**config.mk**
```make
export PLATFORM = sky130hd
export DESIGN_NAME = stopwatch_ctrl_flat
export DESIGN_NICKNAME = d
export VERILOG_FILES = /design/src/rtl/stopwatch_pkg.sv /design/src/rtl/stopwatch_if.sv /design/src/rtl/stopwatch_ctrl_bcd_digit.sv /design/src/rtl/stopwatch_ctrl.sv /design/src/flat_wrapper.sv
export SDC_FILE = /design/constraint.sdc
export NUM_CORES = 1
export LEC_CHECK = 0
export BUFFER_PORTS_ARGS = -buffer_cell sky130_fd_sc_hd__buf_2
export CAP_MARGIN = 20
export CORE_ASPECT_RATIO = 1.25
export CORE_MARGIN = 3
export CORE_UTILIZATION = 50
export CTS_CLUSTER_DIAMETER = 120
export DETAILED_ROUTE_END_ITERATION = 12
export GPL_TIMING_DRIVEN = 0
export PLACE_DENSITY_LB_ADDON = 0.3
export SETUP_SLACK_MARGIN = 0.5
export SLEW_MARGIN = 30
export SYNTH_ARGS = -nofsm -noshare
export SYNTH_HDL_FRONTEND = slang
export SYNTH_SLANG_ARGS = --single-unit
```
**constraint.sdc**
```tcl
create_clock -name clk -period 2.2 [get_ports clk]
set_input_delay 0.44 -clock clk [delete_from_list [all_inputs] [get_ports clk]]
set_output_delay 0.44 -clock clk [all_outputs]
set_load 0.03 [all_outputs]
```
**src/rtl/stopwatch_pkg.sv**
```systemverilog
// stopwatch_pkg: shared state type and BCD constants for the stopwatch slice
package stopwatch_pkg;
  typedef enum logic [1:0] {IDLE, RUN, PAUSE} state_t;
  localparam int BCD_W = 4;
  localparam int NUM_DIGITS = 4;
  localparam logic [BCD_W-1:0] BCD_MAX = 4'd9;
endpackage

```
**src/rtl/stopwatch_if.sv**
```systemverilog
// stopwatch_if: button pulses in, display word and status out
//   start_stop/clear/lap : 1-cycle button pulses (master drives)
//   digit                : {sec_tens, sec_ones, tenths, hundredths} BCD
//   running/overflow/lap_active : status flags (slave drives)
interface stopwatch_if;
  import stopwatch_pkg::*;
  logic start_stop;
  logic clear;
  logic lap;
  logic [NUM_DIGITS*BCD_W-1:0] digit;
  logic running;
  logic overflow;
  logic lap_active;
  modport master (output start_stop, clear, lap, input digit, running, overflow, lap_active);
  modport slave (input start_stop, clear, lap, output digit, running, overflow, lap_active);
endinterface

```
**src/rtl/stopwatch_ctrl_bcd_digit.sv**
```systemverilog
// bcd_digit: one decimal digit counter 0..9 with carry, for a ripple chain
//   clk, rst_n : clock, sync active-low reset
//   clr        : sync clear to 0
//   inc_in     : increment request (carry from lower digit)
//   q, q_nx    : current value and value after this edge
//   carry_out  : increment wraps 9 -> 0
module bcd_digit
  import stopwatch_pkg::*;
(
  input  logic             clk,
  input  logic             rst_n,
  input  logic             clr,
  input  logic             inc_in,
  output logic [BCD_W-1:0] q,
  output logic [BCD_W-1:0] q_nx,
  output logic             carry_out
);
  assign carry_out = inc_in && q == BCD_MAX;
  assign q_nx = clr ? '0 : carry_out ? '0 : inc_in ? q + 4'd1 : q;
  always_ff @(posedge clk)
    q <= !rst_n ? '0 : q_nx;
endmodule

```
**src/rtl/stopwatch_ctrl.sv**
```systemverilog
// stopwatch_ctrl: start/stop/clear stopwatch counting SS.cc in BCD at TICK_HZ
//   clk   : system clock
//   rst_n : synchronous active-low reset
//   sw    : stopwatch_if.slave (buttons in; digit, running, overflow, lap_active out)
//   Optional macro LAP_HOLD_EN: lap pulse in RUN freezes/releases the displayed value.
module stopwatch_ctrl
  import stopwatch_pkg::*;
#(
  parameter int CLK_HZ = 50_000_000,
  parameter int TICK_HZ = 100
) (
  input logic clk,
  input logic rst_n,
  stopwatch_if.slave sw
);
  localparam int DIV = CLK_HZ / TICK_HZ;
  localparam int PW = DIV > 2 ? $clog2(DIV) : 1;
  localparam int CW = NUM_DIGITS * BCD_W;
  if (DIV < 2) begin : g_div_chk
    $error("stopwatch_ctrl: CLK_HZ/TICK_HZ must be >= 2");
  end
  state_t state, state_nx;
  logic [PW-1:0] pre;
  logic tick, running, overflow;
  logic [NUM_DIGITS:0] inc;
  logic [CW-1:0] count, count_nx, digit;
  assign tick = state == RUN && pre == PW'(DIV - 1);
  assign inc[0] = tick;
  for (genvar i = 0; i < NUM_DIGITS; i++) begin : g_dig
    bcd_digit u_dig (
      .clk       (clk),
      .rst_n     (rst_n),
      .clr       (sw.clear),
      .inc_in    (inc[i]),
      .q         (count[i*BCD_W +: BCD_W]),
      .q_nx      (count_nx[i*BCD_W +: BCD_W]),
      .carry_out (inc[i+1])
    );
  end
  always_comb
    state_nx = sw.clear ? IDLE : sw.start_stop ? (state == RUN ? PAUSE : RUN) : state;
  // Prescaler only advances in RUN; PAUSE holds it so resume completes the partial tick.
  always_ff @(posedge clk)
    if (!rst_n) begin
      state <= IDLE;
      pre <= '0;
      running <= 1'b0;
      overflow <= 1'b0;
    end else begin
      state <= state_nx;
      running <= state_nx == RUN;
      pre <= (sw.clear || state == IDLE || tick) ? '0 : state == RUN ? pre + 1'b1 : pre;
      overflow <= !sw.clear && (overflow || inc[NUM_DIGITS]);
    end
`ifdef LAP_HOLD_EN
  logic hold;
  logic [CW-1:0] lap_reg;
  // Capture the post-update count so the frozen value matches what the display would show next.
  always_ff @(posedge clk)
    if (!rst_n || sw.clear) begin
      hold <= 1'b0;
      lap_reg <= '0;
    end else if (sw.lap && state == RUN) begin
      hold <= !hold;
      lap_reg <= hold ? lap_reg : count_nx;
    end
  always_ff @(posedge clk)
    digit <= !rst_n ? '0 : hold ? lap_reg : count;
  assign sw.lap_active = hold;
`else
  always_ff @(posedge clk)
    digit <= !rst_n ? '0 : count;
  assign sw.lap_active = 1'b0;
`endif
  assign sw.digit = digit;
  assign sw.running = running;
  assign sw.overflow = overflow;
endmodule

```
**src/flat_wrapper.sv**
```systemverilog
// flat-port wrapper written by rule: the top's interface ports become plain ports
module stopwatch_ctrl_flat import stopwatch_pkg::*;
#(
  parameter int CLK_HZ = 50_000_000,
  parameter int TICK_HZ = 100
)
  (clk, rst_n, sw_start_stop, sw_clear, sw_lap, sw_digit, sw_running, sw_overflow, sw_lap_active);
  stopwatch_if sw_i ();
  input logic clk;
  input logic rst_n;
  input wire logic [$bits(sw_i.start_stop)-1:0] sw_start_stop;
  input wire logic [$bits(sw_i.clear)-1:0] sw_clear;
  input wire logic [$bits(sw_i.lap)-1:0] sw_lap;
  output wire logic [$bits(sw_i.digit)-1:0] sw_digit;
  output wire logic [$bits(sw_i.running)-1:0] sw_running;
  output wire logic [$bits(sw_i.overflow)-1:0] sw_overflow;
  output wire logic [$bits(sw_i.lap_active)-1:0] sw_lap_active;
  assign sw_i.start_stop = sw_start_stop;
  assign sw_i.clear = sw_clear;
  assign sw_i.lap = sw_lap;
  assign sw_digit = sw_i.digit;
  assign sw_running = sw_i.running;
  assign sw_overflow = sw_i.overflow;
  assign sw_lap_active = sw_i.lap_active;
  stopwatch_ctrl #(.CLK_HZ(CLK_HZ), .TICK_HZ(TICK_HZ)) u_core (.clk(clk), .rst_n(rst_n), .sw(sw_i));
endmodule
```
* Word level (Yosys, flattened, before mapping)
Index checks and enable logic that the tools add are counted.
Cells by class: mux-type cells 3, $add $sub $neg 5, eq/ne operators 7, bitwise gates (word level) 1, reduce and logical (&&, ||, !) cells 16
Operators by type and width (number):
- $add A19 B1 Y19 const B | 1
- $eq A19 B19 Y1 const B | 1
- $add A4 B1 Y4 const B | 4
- $eq A4 B4 Y1 const B | 4
- $reduce_or A3 Y1 | 4
- $logic_and A1 B1 Y1 | 6
- $mux W2 | 3
- $eq A2 B1 Y1 const B | 2
- $logic_or A1 B1 Y1 | 3
- $logic_not A2 Y1 | 1
- $reduce_or A2 Y1 | 1
- $logic_not A1 Y1 | 1
- $not A1 Y1 | 1
Word-level totals: register bits after elaboration 55, input bits 5, output and inout port bits 19, word-level logic and storage cells 41

* Depth between registers and ports, before layout
Gate-level depths: netlist of the first run.
word-level depth 8, mapped depth 8, gate-level depth less buffers 6

* Cells and area by module
From an unflattened synthesis of the first run, not the netlist that was laid out.
Unflattened totals: cells, all modules 276, area, all modules 2468.6 um2
Modules (own cells, without submodules):
- stopwatch_ctrl | instances 1, cells an instance 160, area each 1527.7 um2
- bcd_digit | instances 4, cells an instance 29, area each 235.2 um2

* Worst setup path before layout of the first run
No wires, ideal clock.
path type reg-to-reg, start register u_core.pre[0], end register u_core.g_dig[0].u_dig.q[3], path slack 0.212 ns, cell stages (with the launch flop) 7, data arrival time 1.872 ns, period minus slack after synthesis 1.988 ns, setup time 0.116 ns, required time 2.084 ns, cells stage by stage dfxtp_1 > ha_1 > nand3b_4 > or4_4 > buf_6 > or4b_1 > o211a_1
Between the ends: cells in the longest elaborated chain, start to end 4
Ends and longest elaborated chain:
- start: declaration | RTL line stopwatch_ctrl.sv:23 | logic [PW-1:0] pre;
- start signal: assignment | RTL line stopwatch_ctrl.sv:52 | pre <= (sw.clear || state == IDLE || tick) ? '0 : state == RUN ? pre + 1'b1 : pre;
- $eq A19 B19 Y1 * | RTL line stopwatch_ctrl.sv:27 | assign tick = state == RUN && pre == PW'(DIV - 1);
- $logic_and A1 B1 Y1 * | RTL line stopwatch_ctrl.sv:27
- $logic_and A1 B1 Y1 | RTL line stopwatch_ctrl_bcd_digit.sv:18 | assign carry_out = inc_in && q == BCD_MAX;
- $reduce_or A3 Y1 (no line)
- end signal: assignment | RTL line stopwatch_ctrl_bcd_digit.sv:21 | q <= !rst_n ? '0 : q_nx;
- end: declaration | RTL line stopwatch_ctrl_bcd_digit.sv:14 | output logic [BCD_W-1:0] q,
Every way passes the cells marked *; elsewhere a longest branch is shown, timed or not. A chain may end at the register's enable or synchronous reset.

* Worst setup path after layout of the first run
start register u_core.pre[14], end register u_core.g_dig[2].u_dig.q[1]
Between the ends: cells in the longest elaborated chain, start to end 6
Ends and longest elaborated chain (RTL line):
- $eq A19 B19 Y1 * | stopwatch_ctrl.sv:27
- $logic_and A1 B1 Y1 * | stopwatch_ctrl.sv:27
- $logic_and A1 B1 Y1 * (2 in a row) | stopwatch_ctrl_bcd_digit.sv:18
- $logic_and A1 B1 Y1 | stopwatch_ctrl_bcd_digit.sv:18
- $reduce_or A3 Y1 (no line)
- end signal: assignment | stopwatch_ctrl_bcd_digit.sv:21
- end: declaration | stopwatch_ctrl_bcd_digit.sv:14
Marked as above.

==> results of run 1 <==
power breakdown:
part | internal (mW) | switching, mW | total [mW]
Sequential | 0.994 | 0.00331 | 0.997
Clock | 0.288 | 0.313 | 0.601
Combinational | 0.0173 | 0.0329 | 0.0503
Total | 1.30 | 0.349 | 1.65
sequential cells by signal, summed over array words and instances, names as in the netlist:
name                  flops
u_core.g_dig.u_dig.q     16
u_core.pre               19
u_core.state              2
u_core.sw.digit          16
u_core.sw.overflow        1
u_core.sw.running         1
synthesized netlist by cell type, types with 2 or more instances:
library cell,number,area share (%)
sky130_fd_sc_hd__o21ai_0,12,2.5
sky130_fd_sc_hd__buf_6,2,0.92
sky130_fd_sc_hd__nand2_1,16,2.5
sky130_fd_sc_hd__xor2_1,3,1.1
sky130_fd_sc_hd__nor4b_1,2,0.72
sky130_fd_sc_hd__clkbuf_1,9,1.4
sky130_fd_sc_hd__nor4_1,4,1.0
sky130_fd_sc_hd__nor2b_1,3,0.77
sky130_fd_sc_hd__nor2_1,18,2.8
sky130_fd_sc_hd__o311ai_0,3,1.1
sky130_fd_sc_hd__and3b_1,4,1.4
sky130_fd_sc_hd__o31ai_1,6,1.8
sky130_fd_sc_hd__inv_1,10,1.5
sky130_fd_sc_hd__xnor2_1,10,3.6
sky130_fd_sc_hd__nand3_1,9,1.8
sky130_fd_sc_hd__ha_1,9,4.6
sky130_fd_sc_hd__mux2i_1,6,2.5
sky130_fd_sc_hd__a21oi_1,13,2.7
sky130_fd_sc_hd__or3_1,13,3.3
sky130_fd_sc_hd__dfxtp_1,55,45
sky130_fd_sc_hd__and2_1,16,4.1
sky130_fd_sc_hd__or4_1,7,2.2
sky130_fd_sc_hd__o221a_2,2,0.92
sky130_fd_sc_hd__or2_0,2,0.51
sky130_fd_sc_hd__nor3_1,6,1.2
sky130_fd_sc_hd__nand4_1,5,1.3
cell type report:
type	count	share of cell area (%)
Clock buffer	8	3.108
Sequential cell	55	35.16
Multi-Input combinational cell	185	45.73
Timing Repair Buffer	41	9.207
Buffer	13	3.380
Tap cell	58	2.253
Inverter	10	1.166
cell families after synthesis:
family,count (synthesis)
compound gates,41
simple gates,115
flops,55
xor+xnor,13
mux,6
buf+inv,23
other cells,1
fa+ha+maj,9
per-layer routing:
| metal | GRT usage, % | share of wire [%] | vias up |
|---|---|---|---|
| li1 | - | - | 1035 |
| met3 | 3.882 | 3.9 | 12 |
| met4 | 7.052 | 2.3 | 0 |
| met1 | 24.52 | 39 | 1044 |
| met2 | 37.88 | 55 | 54 |
| met5 | 0 | 0 | - |
timing repair:
action	4_1_cts	5_1_grt
cloned	2	1
endpoints found under the setup margin	36	37
buffers inserted	11	6
pin swaps	21	3
gates resized for setup	56	28
critical path, cell delays in order (launching register included):
cell                        delay, ns
sky130_fd_sc_hd__dfxtp_2         0.33
sky130_fd_sc_hd__nand4bb_1       0.18
sky130_fd_sc_hd__or4_4           0.57
sky130_fd_sc_hd__buf_6           0.16
sky130_fd_sc_hd__or4_4           0.52
sky130_fd_sc_hd__a21oi_2         0.14
worst max-delay path by stage:
stage	from	depth (start not counted)	slack, ns	endpoint
3_3_place_gp	u_core.pre[6]$_SDFFE_PP0P_	6	0.06	u_core.pre[6]$_SDFFE_PP0P_
4_1_cts	u_core.pre[14]$_SDFFE_PP0P_	5	0.28	u_core.g_dig[2].u_dig.q[1]$_SDFFE_PP0P_
2_1_floorplan	u_core.pre[0]$_SDFFE_PP0P_	6	0.37	u_core.g_dig[0].u_dig.q[3]$_SDFFE_PP0P_
3_5_place_dp	u_core.pre[6]$_SDFFE_PP0P_	6	0.02	u_core.pre[12]$_SDFFE_PP0P_
5_1_grt	u_core.pre[14]$_SDFFE_PP0P_	6	0.21	u_core.g_dig[1].u_dig.q[3]$_SDFFE_PP0P_
6_report	u_core.pre[14]$_SDFFE_PP0P_	5	0.24	u_core.g_dig[2].u_dig.q[1]$_SDFFE_PP0P_
==> metrics list, run 1 <==
- The flow ran to the end, and the final reports show no timing, DRC or antenna violations.
* Area of combinational cells with multiple inputs: 0.001473 sq mm
- Height of the die: 84.14 microns
- Power spread over the standard cell area amounts to 511.7 mW/mm^2.
- The H-tree generated during clock tree synthesis spans 2 levels.
* Finished layout cell area: approximately 0.0032 sq mm
- The number of cells on the worst reg-to-reg path is 5.
* Final Hold Vio Count: 0
* Non-Filler Instances: between 300 and 400
* Number of synthesized flops with an enable pin: 0
* Arithmetic-cell share of the synthesized area counting full adders, half adders and majority gates: about 4.6%
* WHS: roughly 0.36 ns
- The floorplan has 27 rows.
- The worst pin sits at a relative slew slack of between 60% and 70%.
* Netlist Area Pre-Place: ~0.0024 sq mm
- Input and output buffers added on the ports amount to 21.
* Most common cell after layout, fill and taps aside: sky130_fd_sc_hd__dfxtp_1
* Total inserted antenna cells: 0
- TritonCTS built the clock tree.
* Number of max-cap violations: 0
- The filler cells instantiated in the layout total roughly 320.
* Fraction of layout instances using a drive strength above 1: 36.86%
- Area after detailed placement: around 0.0027 sq mm
* Highest clock frequency the design can meet: around 510 MHz
* Synthesized flop and latch total: 55
- Setup WS post-layout: approximately 0.24 ns
- The synthesized netlist devotes between 10% and 20% of its cell area to compound gates.
- Once detail routing completed, the nets flagged for antenna violations numbered 0.
- Yosys printed 0 warnings.
* Worst-path fanout max: 5
* XOR/XNOR Fraction of Synth Area: between 4 and 5%
- Overall routing resource usage: 21.25%
- Core region area: approximately 0.0046 sq mm
* Count of cell types in the netlist: 44
* R2R Path End: u_core.g_dig[2].u_dig.q[1]$_SDFFE_PP0P_
- Unrepaired setup endpoints after global routing: true
* Initial antenna violation count: 0
* Number of top-level design ports: 24
* Hold Path Depth: 2
* Clock sink count: 55
* Synth Net Count: about 280
- Transition time at the pin with the least slew margin: around 0.57 ns
* Worst endpoint required time: 2.44 ns
- Critical path capture point type: flop
* Tcrit/Tclk final: between 80% and 90%
- Summing the areas of all and, or, nand and nor instances in the mapped netlist gives ~28% of the synthesized area.
- Placed wire-length estimate after detailed placement: roughly 3.4 mm
- Total clock buffers created by CTS: 5
- Avg Vias per Cell: 5.797
- DRC violations left: 0
* Wire per inst: 16.03 microns
* Global-route congestion overflow total: 0
- Routability-driven placement finished with a final weighted congestion of about 0.86.
- After clock tree synthesis, the clock-pin slew on the worst setup and hold paths is ~0.1 ns.
* Post-Route WL: about 5.9 mm
* Reg-to-reg slack, setup: roughly 0.24 ns
* Share of the core filled with cells: between 70% and 80%
* Area delta synth->final: 31.86%
- Tightest Hold Check Type: in2reg
* Top library cells by usage in the layout, fill and taps aside: sky130_fd_sc_hd__dfxtp_1, sky130_fd_sc_hd__buf_2, sky130_fd_sc_hd__nor2_1, sky130_fd_sc_hd__buf_4
- From left edge to right edge, the die measures about 69 microns.
- The final layout contains around 330 nets.
- The completed layout was analyzed and its total power is between 1.5 and 2 mW.
- Category of the critical setup timing path: reg2reg
- The initial utilization of the core area, before any placement, comes to between 50% and 60%.
* FF+latch area: 0.001132 sq mm
- The worst-case IR drop observed on VDD is about 0.42 mV.
- The max-slew violation total from the final report was 0.
- The startpoint identified for the worst register-to-register timing path is u_core.pre[14]$_SDFFE_PP0P_.
- Worst hold endpoint: u_core.state[0]$_SDFF_PN0_
- Hold repair after CTS inserted 0 buffers.
* Maximum number of pins on one net before global-route repair: 16
- The worst setup path is launched from a flop.
* Pleak: 1.270 nW
- Worst Skew: 0.006677 ns
- Final critical-path required period: 1.963 ns
- For this run, asynchronously set or reset flops after synthesis account for 0%.
- Adding up every negative setup slack in the final design gives 0 ns.
* Syn_area_per_cell: between 9 and 10 sq um
- The longest clock path from root to sink contains 2 buffers.
* First-pass iteration count of the detailed router: 4
* Main flop type after synthesis: sky130_fd_sc_hd__dfxtp_1
* Setup slack after placement: 0.02002 ns
- Initial drt markers: approximately 110
* Overall die area: 0.005764 sq mm
* Combinational family with the most area after synthesis: simple AND/OR/NAND/NOR gates
* Signal arrival time at the worst endpoint: 2.20 ns
* Global-route wire length before repair: 9.577 mm
- At the later pin of the worst-skew pair, clock insertion delay measures approximately 0.30 ns.
- Number of setup violations in the final report: 0
- After synthesis, the share of cell area in mux cells is ~2.5%.
- Across all layers, the routed design uses 2145 vias.
- After detailed placement, the design holds a cell count of about 340.
- The worst hold path begins at sw_start_stop.
- The number of global-route vias before repair is 2118.
* Fraction of the yosys area taken by sequential cells: 45.08%
* Root cell of the clock tree: sky130_fd_sc_hd__clkbuf_8
- Synthesized instance count: 263
(Power assumes the default switching activity.)
==> inputs of run 2 (changes only) <==
--- a/config.mk
+++ b/config.mk
@@ -7,9 +7,11 @@
 export LEC_CHECK = 0
 export BUFFER_PORTS_ARGS = -buffer_cell sky130_fd_sc_hd__buf_2
 export CAP_MARGIN = 20
+export CELL_PAD_IN_SITES_DETAIL_PLACEMENT = 1
+export CELL_PAD_IN_SITES_GLOBAL_PLACEMENT = 1
 export CORE_ASPECT_RATIO = 1.25
 export CORE_MARGIN = 3
-export CORE_UTILIZATION = 50
+export CORE_UTILIZATION = 45
 export CTS_CLUSTER_DIAMETER = 120
 export DETAILED_ROUTE_END_ITERATION = 12
 export GPL_TIMING_DRIVEN = 0
==> run 2 against run 1 <==
  * Fmax is 0.25% higher
  * First-iteration DRC count fell by 32%
  * Power increased by 6.0%
  * Die area up 10%
  * Clock skew down 0.0035 ns
  * Worst setup slack improved by 0.0049 ns
  * Core utilization shrank 12 points
==> metrics list, run 2 (same netlist as run 1, synthesis figures left out) <==
* Result of the run: finished, final reports clean
* Buffers added on ports: 21
- Tightest Hold Check Type: in2reg
* H-tree depth reported by CTS: 2
* Pins over their slew limit: 0
- After detailed routing, the number of remaining DRC violations is 0.
* Cell occurring most often along the worst timing path: sky130_fd_sc_hd__or4_4
* Critical path capture point type: flop
- Overall routing resource usage: between 20% and 30%
- The region available for standard cell placement spans ~0.0052 sq mm.
- Number of setup violations in the final report: 0
- Measured along the x axis, the die boundary spans 71.90 microns.
* Number of nets still failing antenna checks after routing: 0
- After the last flow step, the layout net total stands at between 300 and 400.
* Gate family responsible for the most delay along the worst path: simple AND/OR/NAND/NOR gates
* Setup slack after placement: -0.04799 ns
- The repair_antennas step left the layout with diodes totalling 0.
- Most common cell after layout, fill and taps aside: sky130_fd_sc_hd__dfxtp_1
- The total count of hold-check failures in the final report is 0.
* Worst Skew: roughly 0.0032 ns
* Crit-path max cell delay: approximately 0.54 ns
- Counting cells, the worst reg-to-reg path comes to 5.
- Counting both buffers and inverters, the worst setup path holds a total of 1.
* Total clock buffers created by CTS: 5
- The worst hold path terminates at u_core.state[0]$_SDFF_PN0_.
- Effective utilization at floorplan: roughly 47%
* Clk_lat worst skew: 0.31 ns
- Site Rows: 29
- In this run the power density over the cells is around 580 mW/mm^2.
- Transition time at the pin with the least slew margin: 0.6203 ns
- Traced cell by cell, the critical path runs through nand4bb_1, or4_4, buf_8, or4_4, a21oi_2.
* Vias post-DR: 2055
* Worst flop-to-flop path startpoint: u_core.pre[14]$_SDFFE_PP0P_
- Top library cells by usage in the layout, fill and taps aside: sky130_fd_sc_hd__dfxtp_1, sky130_fd_sc_hd__buf_2, sky130_fd_sc_hd__nor2_1, sky130_fd_sc_hd__and2_1, sky130_fd_sc_hd__nand2_1
- Overall die area: between 0.006 and 0.007 sq mm
- Measured along the y axis, the die boundary spans slightly below 90 microns.
* Worst ir drop on vdd: roughly 0.35 mV
- Headroom to the max-slew limit came out at between 50 and 60%.
- After global routing the overflow that remains totals 0.
* Setup WS post-layout: 0.2423 ns
- Number of top-level design ports: 24
- Tcrit/Tclk final: between 80% and 90%
* Fraction of layout instances using a drive strength above 1: 27.72%
- Entering global routing, the biggest net connects 17 pins.
- Setup slack on the worst reg-to-reg path comes out at ~0.24 ns.
- Placed wire-length estimate after detailed placement: approximately 3.9 mm
- The tree built by TritonCTS fans out to 55 sinks.
- The clock passes through at most 2 buffers.
* Placer's final routability congestion estimate: around 0.8
* Total power consumption of the routed design: 1.746 mW
* Final critical-path required period: between 1.5 and 2 ns
* WHS: roughly 0.37 ns
- Clock transition at the register clock pins on the worst setup and hold paths after CTS: about 0.1 ns
* R2R Path End: u_core.g_dig[0].u_dig.q[1]$_SDFFE_PP0P_
* Slowest cell on the critical path: sky130_fd_sc_hd__or4_4
- Before antenna repair, the detailed router went through 4 iterations.
* Hold Path Depth: 2
* Top Registers: u_core.pre: 19 flops, u_core.g_dig.u_dig.q: 16 flops, u_core.sw.digit: 16 flops
- Pleak: 1.131 nW
- Area delta synth->final: 23.21%
* Post-Route WL: approximately 6 mm
- Root cell of the clock tree: sky130_fd_sc_hd__clkbuf_8
- Via count of the first global-routing pass: 2107
- The first routing iteration left 75 violations.
- Dividing the detail-routed wire length by the instance count gives approximately 17 microns.
* Signal arrival time at the worst endpoint: around 2.2 ns
* Worst endpoint required time: approximately 2.4 ns
- Highest clock frequency the design can meet: around 510 MHz
- Setup repair after global routing could not meet its margin everywhere.
- Critical path launch point type: flop
- Number of max-cap violations: 0
- Avg Vias per Cell: roughly 5.6
- CTS hold repair buffers: 0
- CTS tree: done
- The register with the most flip-flops in the layout has 19 of them.
* Worst-path fanout max: 10
* Global-route wire length before repair: a little under 10 mm
- The worst hold path begins at sw_start_stop.
- The worst setup path is of the reg2reg kind.
- The register with the most flip-flops in the final layout is u_core.pre.
* Initial antenna violation count: 0
[run 2: changes by cell type in the layout (fill, tap and decap cells not counted), moves of 4 or more]
cell,delta
sky130_fd_sc_hd__a21oi_2,-7
sky130_fd_sc_hd__buf_4,-7
sky130_fd_sc_hd__a21oi_1,+7
sky130_fd_sc_hd__dfxtp_1,+5
sky130_fd_sc_hd__dfxtp_2,-4
[run 2: per-stage QoR]
step	setup TNS (ns)	cell area (sq um)	util (%)	cells
5_1_grt	0	3009	58.40	365
3_3_place_gp	0	2660	51.63	346
6_report	0	3009	58.40	365
3_5_place_dp	-0.3769	2660	51.63	346
4_1_cts	0	2922	56.70	360
2_1_floorplan	0	2477	-	263
[run 2: metal layers]
layer / vias to the layer above / GRT usage (%) / share of wire, %
met5: - / 0 / 0
met4: 0 / 7.009 / 1.8
met3: 9 / 3.182 / 1.9
met2: 21 / 38.04 / 54
met1: 1011 / 22.42 / 42
li1: 1014 / - / -
[run 2: what timing repair did]
action                     in CTS  in global routing
pin swaps                       2                  3
setup endpoints to repair      36                 37
setup buffers                   5                  4
gates cloned                    1                  1
resized for setup              33                 20
[run 2: final cells by class]
| type | count | area, sq um |
|---|---|---|
| multi-input cells | 185 | 1360 |
| plain buffers | 13 | 100.1 |
| clock buffers | 6 | 82.58 |
| clock inverters | 2 | 35.03 |
| fillers | 602 | 2143 |
| well taps | 62 | 77.57 |
| repair buffers | 32 | 192.7 |
| inverters | 10 | 37.54 |
| flip-flops and latches | 55 | 1124 |
[run 2: worst max-delay path by stage]
stage                                                   end  slack (ns)                   startpoint  cells after the start
floorplan           u_core.g_dig[0].u_dig.q[3]$_SDFFE_PP0P_        0.37   u_core.pre[0]$_SDFFE_PP0P_                      6
global placement                 u_core.pre[7]$_SDFFE_PP0P_        0.08   u_core.pre[6]$_SDFFE_PP0P_                      6
detailed placement              u_core.pre[13]$_SDFFE_PP0P_       -0.05   u_core.pre[6]$_SDFFE_PP0P_                      6
CTS                 u_core.g_dig[0].u_dig.q[1]$_SDFFE_PP0P_        0.24  u_core.pre[14]$_SDFFE_PP0P_                      5
global route        u_core.g_dig[0].u_dig.q[1]$_SDFFE_PP0P_        0.17   u_core.pre[0]$_SDFFE_PP0P_                      6
finish              u_core.g_dig[0].u_dig.q[1]$_SDFFE_PP0P_        0.24  u_core.pre[14]$_SDFFE_PP0P_                      5
[run 2: report_power, final]
part / switching (mW) / internal, mW
clock network: 0.330 / 0.369
logic: 0.0323 / 0.0170
registers: 0.00371 / 0.995
total: 0.366 / 1.38
==> inputs of run 3 (changes only) <==
--- a/config.mk
+++ b/config.mk
@@ -8,10 +8,10 @@
 export BUFFER_PORTS_ARGS = -buffer_cell sky130_fd_sc_hd__buf_2
 export CAP_MARGIN = 20
 export CELL_PAD_IN_SITES_DETAIL_PLACEMENT = 1
-export CELL_PAD_IN_SITES_GLOBAL_PLACEMENT = 1
+export CELL_PAD_IN_SITES_GLOBAL_PLACEMENT = 2
 export CORE_ASPECT_RATIO = 1.25
 export CORE_MARGIN = 3
-export CORE_UTILIZATION = 45
+export CORE_UTILIZATION = 36
 export CTS_CLUSTER_DIAMETER = 120
 export DETAILED_ROUTE_END_ITERATION = 12
 export GPL_TIMING_DRIVEN = 0
==> run 3 against run 2 <==
  * Core utilization decreased by 11 points
  * First-iteration DRC count decreased by 39%
  * Final area increased by 1.2%
  * Clock-buffer cell count unchanged
  * Via count decreased by 1.4%
  * Register-to-register slack about the same
  * Wire length decreased by 2.3%
  * Largest power group unchanged
  * Highest routed layer unchanged
==> metrics list, run 3 (same netlist as run 1, synthesis figures left out) <==
- The tree is rooted in a sky130_fd_sc_hd__clkbuf_8.
- Once the floorplan was initialized, standard cells occupied approximately two fifths of the core.
* Worst hold endpoint: u_core.state[0]$_SDFF_PN0_
* Sequential Power Share: between 50% and 60%
* Transition time at the pin with the least slew margin: around 0.62 ns
- The max-slew violation total from the final report was 0.
- Vias post-DR: around 2000
* Area after detailed placement: about 0.0027 sq mm
- Power per Cell Area: approximately 580 mW/mm^2
- Summing all multi-input logic gate instances after layout gives ~0.0014 sq mm.
- The clock network accounts for about two fifths of the total power.
- Total inserted antenna cells: 0
- The internal power of the cells totals approximately 1.4 mW.
- In the layout the commonest cells are sky130_fd_sc_hd__dfxtp_1, sky130_fd_sc_hd__buf_2, sky130_fd_sc_hd__nor2_1, sky130_fd_sc_hd__and2_1, sky130_fd_sc_hd__nand2_1.
- Walking the worst path, the cells encountered are nand4bb_1, or4_4, buf_8, or4_4, a21oi_2.
* Switching part of the total: around a fifth
- Maximum number of pins on one net before global-route repair: 17
- Finished layout cell area: slightly above 0.003 sq mm
- Clock sink count: 55
- The register with the most flip-flops in the layout has 19 of them.
- Crit path buf inv count: 1
- Pleak: 1.117 nW
- The final critical path takes up a little under 90% of the cycle.
* Core region area: ~0.0064 sq mm
- The worst setup path is captured at a flop.
- First-pass iteration count of the detailed router: 4
* Number of nets still failing antenna checks after routing: 0
* Max Root-Sink Buffers: 2
- Buffers inserted to repair hold after CTS numbered 0.
- The largest individual stage delay along the critical path comes from the cell sky130_fd_sc_hd__or4_4.
* Number of top-level design ports: 24
* Result of the run: finished, final reports clean
- For this run, the total global-route usage over all layers was measured as 16.05%.
- In this run the critical register-to-register path is captured at u_core.g_dig[2].u_dig.q[1]$_SDFFE_PP0P_.
* Nets: 316
- Path depth of the worst reg2reg path: 5
* Total clock buffers created by CTS: 5
- Clock-pin slew was measured on the worst setup and hold paths at around 0.1 ns.
- Placed wire-length estimate after detailed placement: roughly 4.0 mm
- TritonCTS built the clock tree.
- Worst endpoint required time: 2.45 ns
- Worst flop-to-flop path startpoint: u_core.pre[14]$_SDFFE_PP0P_
- Gate family responsible for the most delay along the worst path: simple AND/OR/NAND/NOR gates
- On the worst path, the slowest cell contributes a delay of ~0.54 ns.
* Reg-to-reg slack, setup: 0.24 ns
- For this run, design rule violations remaining after detail routing come to 0.
* Buffers added on ports: 21
* Number of setup violations in the final report: 0
- Category of the critical setup timing path: reg2reg
* Worst-path fanout max: 9
* Final critical-path required period: between 1.5 and 2 ns
* Top Registers: u_core.pre: 19 flops, u_core.g_dig.u_dig.q: 16 flops, u_core.sw.digit: 16 flops
- From synthesis to final layout, the design area changed by 24.74%.
- The register with the most flip-flops in the final layout is u_core.pre.
- Signal arrival time at the worst endpoint: roughly 2.2 ns
- Dividing the detail-routed wire length by the instance count gives 15.32 microns.
* Net load switching power: roughly 370 uW
- In this design, the critical path's most frequently occurring cell is sky130_fd_sc_hd__or4_4.
- Wires add up to 5.943 mm.
- Most common cell after layout, fill and taps aside: sky130_fd_sc_hd__dfxtp_1
- For the worst-skew pair, the clock arrives at the later sink with an insertion delay of between 0.3 and 0.4 ns.
- Based on the critical path, the design can be clocked at up to between 500 and 600 MHz.
- The tool flagged a number of max-cap violations equal to 0.
- On the final layout, the worst clock skew is just over 0.007 ns.
* Horizontal die dimension: 79.67 microns
- After the first detailed-routing iteration, the DRC count stood at 46.
- Hold Path Depth: 2
- Tightest Hold Check Type: in2reg
- Combinational cells account for 2.7% of the total power.
- In this run the number of H-tree levels came out at 2.
* Global-route congestion overflow total: 0
* Global-route wire length before repair: ~10 mm
- The filler cells instantiated in the layout total between 700 and 800.
- Initial antenna violation count: 0
- At the end of routability-driven placement, the weighted congestion stood at around 0.74.
* Final Hold Vio Count: 0
* Unrepaired setup endpoints after global routing: true
- Cells with a size suffix above 1 make up a little over a quarter of the layout.
- Worst ir drop on vdd: ~0.28 mV
- The die covers between 0.007 and 0.008 sq mm.
* Height of the die: ~98 microns
- Share of the core filled with cells: approximately 48%
* Worst slew margin: approximately 59%
- The worst setup path is launched from a flop.
- After floorplanning, the core was divided into 32 placement rows.
- Registers take 0.001119 sq mm.
* Via count of the first global-routing pass: ~2100
- Avg Vias per Cell: 5.222
* Worst hold start: sw_start_stop
run 3: worst reg2reg max path: stages, from the launching register on:
cell                        delay (ns)
sky130_fd_sc_hd__dfxtp_2          0.33
sky130_fd_sc_hd__nand4bb_1        0.19
sky130_fd_sc_hd__or4_4            0.54
sky130_fd_sc_hd__buf_8            0.15
sky130_fd_sc_hd__or4_4            0.53
sky130_fd_sc_hd__a21oi_2          0.15
run 3: area by class of cell:
type	instances	share of cell area, %
Multi-Input combinational cell	185	45.13
Timing Repair Buffer	32	6.407
Tap cell	85	3.491
Clock inverter	2	1.150
Clock buffer	6	2.710
Buffer	13	3.162
Inverter	10	1.232
Sequential cell	55	36.71
run 3: worst max path at each step:
stage	start	to	slack, ns	cells after the start
global placement	u_core.pre[6]$_SDFFE_PP0P_	u_core.pre[6]$_SDFFE_PP0P_	-0.03	6
CTS	u_core.pre[1]$_SDFFE_PP0P_	u_core.g_dig[2].u_dig.q[1]$_SDFFE_PP0P_	0.24	6
finish	u_core.pre[14]$_SDFFE_PP0P_	u_core.g_dig[2].u_dig.q[1]$_SDFFE_PP0P_	0.24	5
global route	u_core.pre[14]$_SDFFE_PP0P_	u_core.g_dig[1].u_dig.q[2]$_SDFFE_PP0P_	0.21	6
detailed placement	u_core.pre[6]$_SDFFE_PP0P_	u_core.pre[11]$_SDFFE_PP0P_	-0.05	6
floorplan	u_core.pre[0]$_SDFFE_PP0P_	u_core.g_dig[0].u_dig.q[3]$_SDFFE_PP0P_	0.37	6
run 3: power groups by stage:
stage / combinational (mW) / clock [mW] / sequential (mW)
2_1_floorplan: 0.0251 / 0 / 1.02
4_1_cts: 0.0463 / 0.724 / 0.999
6_report: 0.0479 / 0.708 / 0.999
3_3_place_gp: 0.0424 / 0 / 1.02
5_1_grt: 0.0533 / 0.759 / 1.00
3_5_place_dp: 0.0432 / 0 / 1.02
run 3: per-stage QoR:
stage	setup slack (ns)	TNS, ns	cells	power (mW)	hold WS [ns]
after detailed placement	-0.04873	-0.3876	369	1.067	0.4624
after global routing	0.2062	0	388	1.812	0.3694
after CTS	0.2383	0	386	1.769	0.3469
after floorplan	0.3670	0	263	1.050	0.4470
final	0.2393	0	388	1.755	0.3618
after global placement	-0.03031	-0.2908	369	1.066	0.4566
run 3: timing repair:
| action | 4_1_cts | 5_1_grt |
|---|---|---|
| gates resized for setup | 33 | 12 |
| pin swaps | 8 | 2 |
| endpoints found under the setup margin | 36 | 37 |
| buffers inserted | 9 | 1 |
| gates cloned | 0 | 1 |
run 3: routing by layer:
layer	up-vias	global-route usage [%]	share of wire (%)	routed length (microns)
li1	1007	-	-	-
met1	999	18.23	42	2483
met2	15	29.13	55	3268
met3	5	3.137	2.0	118
met4	0	5.820	1.2	74
met5	-	0	0	0
